`config.mk`:
```
export PLATFORM = sky130hd
export DESIGN_NAME = fetch_stage
export DESIGN_NICKNAME = d
export VERILOG_FILES = /design/src/rtl/mips_pkg.sv /design/src/rtl/fetch_stage.sv
export SDC_FILE = /design/constraint.sdc
export NUM_CORES = 1
export LEC_CHECK = 0
export BUFFER_PORTS_ARGS = -buffer_cell sky130_fd_sc_hd__buf_4
export CORE_MARGIN = 2
export CORE_UTILIZATION = 57
export DETAILED_ROUTE_END_ITERATION = 8
export HOLD_SLACK_MARGIN = 0.03
export PLACE_DENSITY_LB_ADDON = 0.3
export RECOVER_POWER = 100
export SLEW_MARGIN = 40
export SYNTH_ARGS = -nofsm -noshare
export SYNTH_HDL_FRONTEND = slang
export SYNTH_SLANG_ARGS = --single-unit
```
`constraint.sdc`:
```
create_clock -name clk -period 6 [get_ports clk]
set_clock_uncertainty 0.2 [all_clocks]
set_input_delay 0.3 -clock clk [delete_from_list [all_inputs] [get_ports clk]]
set_output_delay 0.3 -clock clk [all_outputs]
set_load 0.05 [all_outputs]
```
`src/rtl/mips_pkg.sv`:
```
// +--------------------------------------------------------------------------+
// | mips_pkg : shared types and constants for the instruction fetch stage     |
// | rev 1.0                                                                   |
// +--------------------------------------------------------------------------+
`default_nettype none

package mips_pkg;

  typedef enum logic [2:0] {
    FETCH  = 3'd0,
    WAIT   = 3'd1,
    HOLD   = 3'd2,
    DROP   = 3'd3,
    HALTED = 3'd4
  } fetch_state_t;

  localparam logic [31:0] NOP_INST         = 32'h0000_0000;
  localparam logic [31:0] DEFAULT_RESET_PC = 32'h0000_0000;

  function automatic logic [31:0] align_word(input logic [31:0] addr);
    return addr & 32'hFFFF_FFFC;
  endfunction

endpackage

`default_nettype wire

```
`src/rtl/fetch_stage.sv`:
```
// +--------------------------------------------------------------------------+
// | fetch_stage : instruction fetch FSM with freeze hold buffer, redirect,    |
// |               halt; optional FETCH_STATS_EN adds fetch/stall counters     |
// | rev 1.0                                                                   |
// +--------------------------------------------------------------------------+
`default_nettype none

module fetch_stage
  import mips_pkg::*;
#(
  parameter logic [31:0] RESET_PC = DEFAULT_RESET_PC
) (
  input  logic        clk,
  input  logic        rst_b,
  input  logic        cache_done,
  input  logic        branch_taken,
  input  logic [31:0] branch_target,
  input  logic        halted_wire,
  output logic        inst_req,
  output logic [31:0] inst_addr,
  input  logic        inst_ready,
  input  logic [31:0] inst_data,
  output logic [31:0] inst_out,
  output logic [31:0] PC_plus_4,
  output logic        if_valid,
`ifdef FETCH_STATS_EN
  output logic        halted_out,
  output logic [31:0] fetch_count,
  output logic [31:0] stall_count
`else
  output logic        halted_out
`endif
);

  fetch_state_t state, state_nxt;
  logic [31:0]  pc, pc_nxt, pc_plus4;
  logic [31:0]  hold_buf, deliver_word;
  logic         deliver, capture, bubble, halt_go;
  logic         active, redirect, halt_req;

  assign pc_plus4  = pc + 32'd4;
  assign inst_req  = (state == FETCH) || (state == WAIT);
  assign inst_addr = pc;

  // Halt and redirect are only honoured while the pipeline is not frozen.
  assign active   = (state != HALTED);
  assign halt_req = active && !cache_done && halted_wire;
  assign redirect = active && !cache_done && branch_taken;

  always_comb begin
    state_nxt    = state;
    pc_nxt       = pc;
    deliver      = 1'b0;
    deliver_word = hold_buf;
    capture      = 1'b0;
    bubble       = 1'b0;
    halt_go      = 1'b0;
    if (halt_req) begin
      halt_go   = 1'b1;
      state_nxt = HALTED;
    end else if (redirect) begin
      pc_nxt = align_word(branch_target);
      bubble = 1'b1;
      // A request still waiting on memory leaves a stale response to swallow.
      if (state != HOLD && !inst_ready) state_nxt = DROP;
      else                              state_nxt = FETCH;
    end else begin
      case (state)
        FETCH, WAIT: begin
          if (inst_ready) begin
            if (cache_done) begin
              capture   = 1'b1;
              state_nxt = HOLD;
            end else begin
              deliver      = 1'b1;
              deliver_word = inst_data;
              pc_nxt       = pc_plus4;
              state_nxt    = FETCH;
            end
          end else begin
            state_nxt = WAIT;
            bubble    = !cache_done;
          end
        end
        HOLD: begin
          if (!cache_done) begin
            deliver   = 1'b1;
            pc_nxt    = pc_plus4;
            state_nxt = FETCH;
          end
        end
        DROP: begin
          if (inst_ready) state_nxt = FETCH;
          bubble = !cache_done;
        end
        HALTED:  state_nxt = HALTED;
        default: state_nxt = FETCH;
      endcase
    end
  end

  always_ff @(posedge clk or negedge rst_b) begin
    if (!rst_b) begin
      state      <= FETCH;
      pc         <= RESET_PC;
      hold_buf   <= '0;
      inst_out   <= NOP_INST;
      PC_plus_4  <= '0;
      if_valid   <= 1'b0;
      halted_out <= 1'b0;
    end else begin
      state <= state_nxt;
      pc    <= pc_nxt;
      if (capture) hold_buf <= inst_data;
      if (halt_go) begin
        if_valid   <= 1'b0;
        halted_out <= 1'b1;
      end else if (deliver) begin
        inst_out  <= deliver_word;
        PC_plus_4 <= pc_plus4;
        if_valid  <= 1'b1;
      end else if (bubble) begin
        if_valid <= 1'b0;
      end
    end
  end

`ifdef FETCH_STATS_EN
  logic stall_cycle;
  assign stall_cycle = (inst_req && !inst_ready) || (state == HOLD);

  always_ff @(posedge clk or negedge rst_b) begin
    if (!rst_b) begin
      fetch_count <= '0;
      stall_count <= '0;
    end else begin
      if (deliver && !halt_go && fetch_count != 32'hFFFF_FFFF)
        fetch_count <= fetch_count + 32'd1;
      if (stall_cycle && stall_count != 32'hFFFF_FFFF)
        stall_count <= stall_count + 32'd1;
    end
  end
`endif

endmodule

`default_nettype wire

```
==> Word-level counts from Yosys, hierarchy flattened <==
Index checks and enable logic that the tools add are counted.
{ "totals": {"output_inout_bits": 99, "inputBits": 70, "word_cells": 68, "reg_bits": 133} }
{ "classes": {"n_reduce_logical": 14, "n_mux": 35, "bitwise": 2, "eq_ne": 9, "addsub": 1} }
{ "ops": {"columns": ["cell", "count"], "rows": [
  ["$mux 32", 8],
  ["$pmux 32 s2", 1],
  ["$add 32x3->32 const B", 1],
  ["$mux 1", 16],
  ["$mux 3", 5],
  ["$pmux 3 s4", 1],
  ["$ne 4x4->1 const B", 2],
  ["$eq 3x2->1 const B", 2],
  ["$ne 3x3->1 const B", 2],
  ["$reduce_bool 3->1", 2],
  ["$logic_and 1x1->1", 4],
  ["$mux 2", 2],
  ["$pmux 1 s2", 2],
  ["$reduce_and 2->1", 2],
  ["$eq 3x1->1 const B", 1],
  ["$eq 3x3->1 const B", 1],
  ["$logic_not 3->1", 1],
  ["$ne 3x2->1 const B", 1],
  ["$reduce_and 3->1", 1],
  ["$logic_not 1->1", 2],
  ["$not 1->1", 2],
  ["$reduce_or 2->1", 1],
  ["$logic_or 1x1->1", 1]
]} }

==> Logic depth before layout (Yosys ltp) <==
{ "depth": {"word_depth": 8, "depth_mapped": 8, "depth_no_buf": 6} }

==> Worst setup path before layout <==
No wires, ideal clock.
{ "synth_path": {"path_type": "flip-flop to flip-flop", "startpoint": "register pc[2], in the netlist inst_addr[2]", "endpoint": "register pc[26], in the netlist inst_addr[26]", "path_stages_with_launch": 8, "setup_slack_ps": 3323, "period_less_slack_ps": 2677, "setup_ps": 122, "arrival_ps": 2354, "path_buffers": 1, "required_ps": 5678, "path_cell_list": "dfrtp_1 ha_1 nand4_2 or4_1 buf_6 nor3_4 a31oi_1 o22a_1"} }
{ "synth_between": {"elab_chain_len": 5} }
{ "synth_lines": {"columns": ["element", "line", "rtl"], "rows": [
  ["start, declared", "fetch_stage.sv:36", "logic [31:0] pc, pc_nxt, pc_plus4;"],
  ["start signal, assigned", "fetch_stage.sv:113", "pc <= pc_nxt;"],
  ["$add 32x3->32 *", "fetch_stage.sv:41", "assign pc_plus4 = pc + 32'd4;"],
  ["$mux 32 *", "fetch_stage.sv:71, fetch_stage.sv:86", null],
  ["$mux 32", "fetch_stage.sv:70", "if (inst_ready) begin"],
  ["$pmux 32 s2 *", "fetch_stage.sv:68", "case (state)"],
  ["$mux 32 *", "fetch_stage.sv:61", "end else if (redirect) begin"]
]} }
Every way passes the cells marked *; elsewhere a longest branch is shown, timed or not. The select of a mux whose other input is x is not followed.
A chain may end at the register's enable or synchronous reset.

==> Worst setup path after layout <==
{ "layout_path": {"startpoint": "register state[2]", "endpoint": "register pc[25], in the netlist inst_addr[25]"} }
{ "layout_between": {"elab_chain_len": 5, "word_cells_on_any_way": 14, "cone_classes": "eq/ne: 4; mux: 2; bitwise: 1; reduce/logical: 7"} }
{ "layout_lines": {"columns": ["element", "line", "rtl"], "rows": [
  ["start, declared", "fetch_stage.sv:35", "fetch_state_t state, state_nxt;"],
  ["start signal, assigned", "fetch_stage.sv:112", "state <= state_nxt;"],
  ["$ne 3x3->1", "fetch_stage.sv:46", "assign active = (state != HALTED);"],
  ["$logic_and 1x1->1", "fetch_stage.sv:47, fetch_stage.sv:48", null],
  ["$logic_and 1x1->1 (on tied branches)", "fetch_stage.sv:48, fetch_stage.sv:47", null],
  ["$ne 3x3->1 (no line), or another cell as far along", null, null],
  ["$reduce_and 3->1 (no line)", null, null]
]} }
Several ways; a longest one is shown, not always the timed one.

==> reports/qor.csv <==
metric;value;unit
status;finished with violations;
violations;capacitance limit, slew limit;
vdd_ir_drop_max;0.340;mV
first_pass_iters;7;
synth_edf_count;0;
netlist_instances;611;
root_buffer;clkbuf_8;
cts_tree;done;
gp_congestion;0.825;
fillCellCount;738;
final_cells;973;
final_cell_mix;129 x dfrtp_1, 101 x clkbuf_1, 81 x nor2_1;
ant_nets;0;
synth_area_leader_cell;dfrtp_1;
crit_buf_inv;0;
critPathTopFamily;simple AND/OR/NAND/NOR gates;
path_max_fanout;66;
cts_resized;0;
slew_headroom;-83.1;%
first_global_vias;5757;
coreArea;0.0108;sq mm
ys_types;50;
hold_viol;0;
cts_sinks;129;
async_flop_share;100;%
rows;38;
antenna_found_initial;0;
ys_ff_latch;129;
grtUsageMet2;55.5;%
post-cts-setup-buffers;0;
synth_ff_type;dfrtp_1;
layout_commonest_cell;dfrtp_1;
grt_max_degree;91;
worst_setup_path_end_kind;register;
grt_busiest_layer;met2;
dp_hpwl;10100;um
hold_class;input port to register;
synth.area.top_cells;dfrtp_1 51%, mux2_2 6.1%, a21oi_1 6.0%;
setup_tns;0;ns
p_leak;0.00375;uW
syn_area_per_cell;10.3;sq um
cts_buffers;17;
ys_warn_count;0;
diodes;0;
rsz0062_at_grt;false;
cts-hold-fix-buffers;68;
drt-initial-drc-count;379;
drv_slew;150;
drcViolationCount;0;
tightest_slew;2.75;ns
cts_max_level;4;
clk_path_buf_depth;2;
startpoint_type;register;
seq_area;0.00323;sq mm
vias;5675;
setup_viol;0;
wirelength;18500;um
routedWlPerCell;19.0;um
fmax;291;MHz
clk_latency;0.52;ns
fin_crit_sh;57.2;%
io_buffers;162;
syn-cell-area;0.00628;sq mm
grt_pass1_wl;28800;um
avgViaCountPerCell;5.83;
use_met1;37.2;%
multi_input_area;0.00281;sq mm
drive_gt1_share;16.7;%
yosysSeqAreaShare;51.4;%
cp_slowest_cell;nand2_1;
nNetsFinal;891;
drv_cap;3;
criticalPathCategory;register to register;
placed_cells;873;
crit_chain;or3b_2 -> nand2_1 -> nand2_1 -> o22ai_1 -> a2bb2oi_1;
dieWidth;109;um
worstPathArrival;3.60;ns
initial_core_util;58.2;%
power_density;616;mW/mm^2
die-area;0.0119;sq mm
overflow;0;
cts.clk_slew.worst_paths;0.06;ns
boundaryPins;169;
cp.required;6.17;ns
period_minus_slack;3.43;ns
crit_top_cell;nand2_1;
die_y;109;um
use_met3;8.19;%
critical-path-max-stage-delay;1.45;ns
track_usage;31.5;%
synth_top_area_share;51.4;%
syn_to_final_growth;34.2;%
==> state kept, by name (all words and copies together), names as in the netlist <==
name        count
hold_buf       32
inst_out       32
PC_plus_4      30
inst_addr      30
state           3
halted_out      1
if_valid        1
==> metrics by stage <==
stage	hold WS, ns	utilization [%]	setup WS [ns]	total power [uW]	area [sq um]
finish	0.161	78.1	2.57	5190	8430
detailed placement	0.160	69.8	3.35	4270	7530
global route	0.179	78.1	2.11	5410	8430
global placement	0.145	69.6	3.25	4170	7520
floorplan	-0.196	-	3.32	3470	6290
CTS	0.160	81.9	3.32	5420	8840
==> cells by family (layout without fill, tap and decap cells) <==
family	after synthesis	after routing	synth area share (%)
fa+ha+maj	1	1	0.199
simple gates	175	175	13.9
buf+inv	55	274	4.06
mux	66	66	11.2
other cells	1	4	0.0597
compound gates	156	156	15.2
flops	129	129	51.4
xor+xnor	28	28	3.90
==> worst min-delay path: stages <==
cell      delay [ns]
buf_4           0.13
o21bai_1        0.17
nand2b_1        0.08
o211ai_1        0.08
nand2b_1        0.07
==> worst paths after layout <==
path                                 end          from  slack [ns]  cells past startpoint
min in group asynchronous   hold_buf[11]         rst_b        1.00                      2
max in group asynchronous  inst_addr[27]         rst_b        2.63                      3
hold / removal                  if_valid  branch_taken        0.16                      5
hold reg to reg               halted_out    halted_out        0.27                      1
setup / recovery           inst_addr[25]      state[2]        2.57                      5
setup reg to reg           inst_addr[25]      state[2]        2.57                      5
==> per-layer routing <==
| metal | wire length [um] | vias to the layer above |
|---|---|---|
| li1 | - | 2582 |
| met3 | 1270 | 43 |
| met5 | 0 | - |
| met1 | 7300 | 2786 |
| met4 | 473 | 0 |
| met2 | 9430 | 264 |
==> synth_stat cells, drive strengths merged, types with 2 or more instances <==
cell       n
nand3     14
inv        7
mux2i     32
nor3       8
clkbuf    19
o21bai     2
o22a       7
xor2      11
nor2      82
nand4      9
nor2b      2
and4       4
dfrtp    129
xnor2     17
nand2b     5
o21ai     15
a2bb2oi   14
nor4       4
buf       29
and2       2
nand2     28
a31oi     10
a22oi      5
o2bb2ai    3
o22ai     11
or4        2
mux2      34
o21a       6
and3      11
a21oi     79
==> power by group <==
group          internal [uW]  total [uW]  switching, uW
clock                    700        1100            396
combinational            616        2400           1790
sequential              1300        1690            395
total                   2610        5190           2580
==> area by class of cell <==
type | instances | area share [%]
sequential | 129 | 38.3
multi-input combinational | 430 | 33.3
timing repair buffer | 235 | 18.6
clock buffer | 20 | 5.28
clock inverter | 12 | 2.14
tap | 140 | 2.08
inverter | 7 | 0.312
Note: power is estimated with default switching activity, not from simulation.
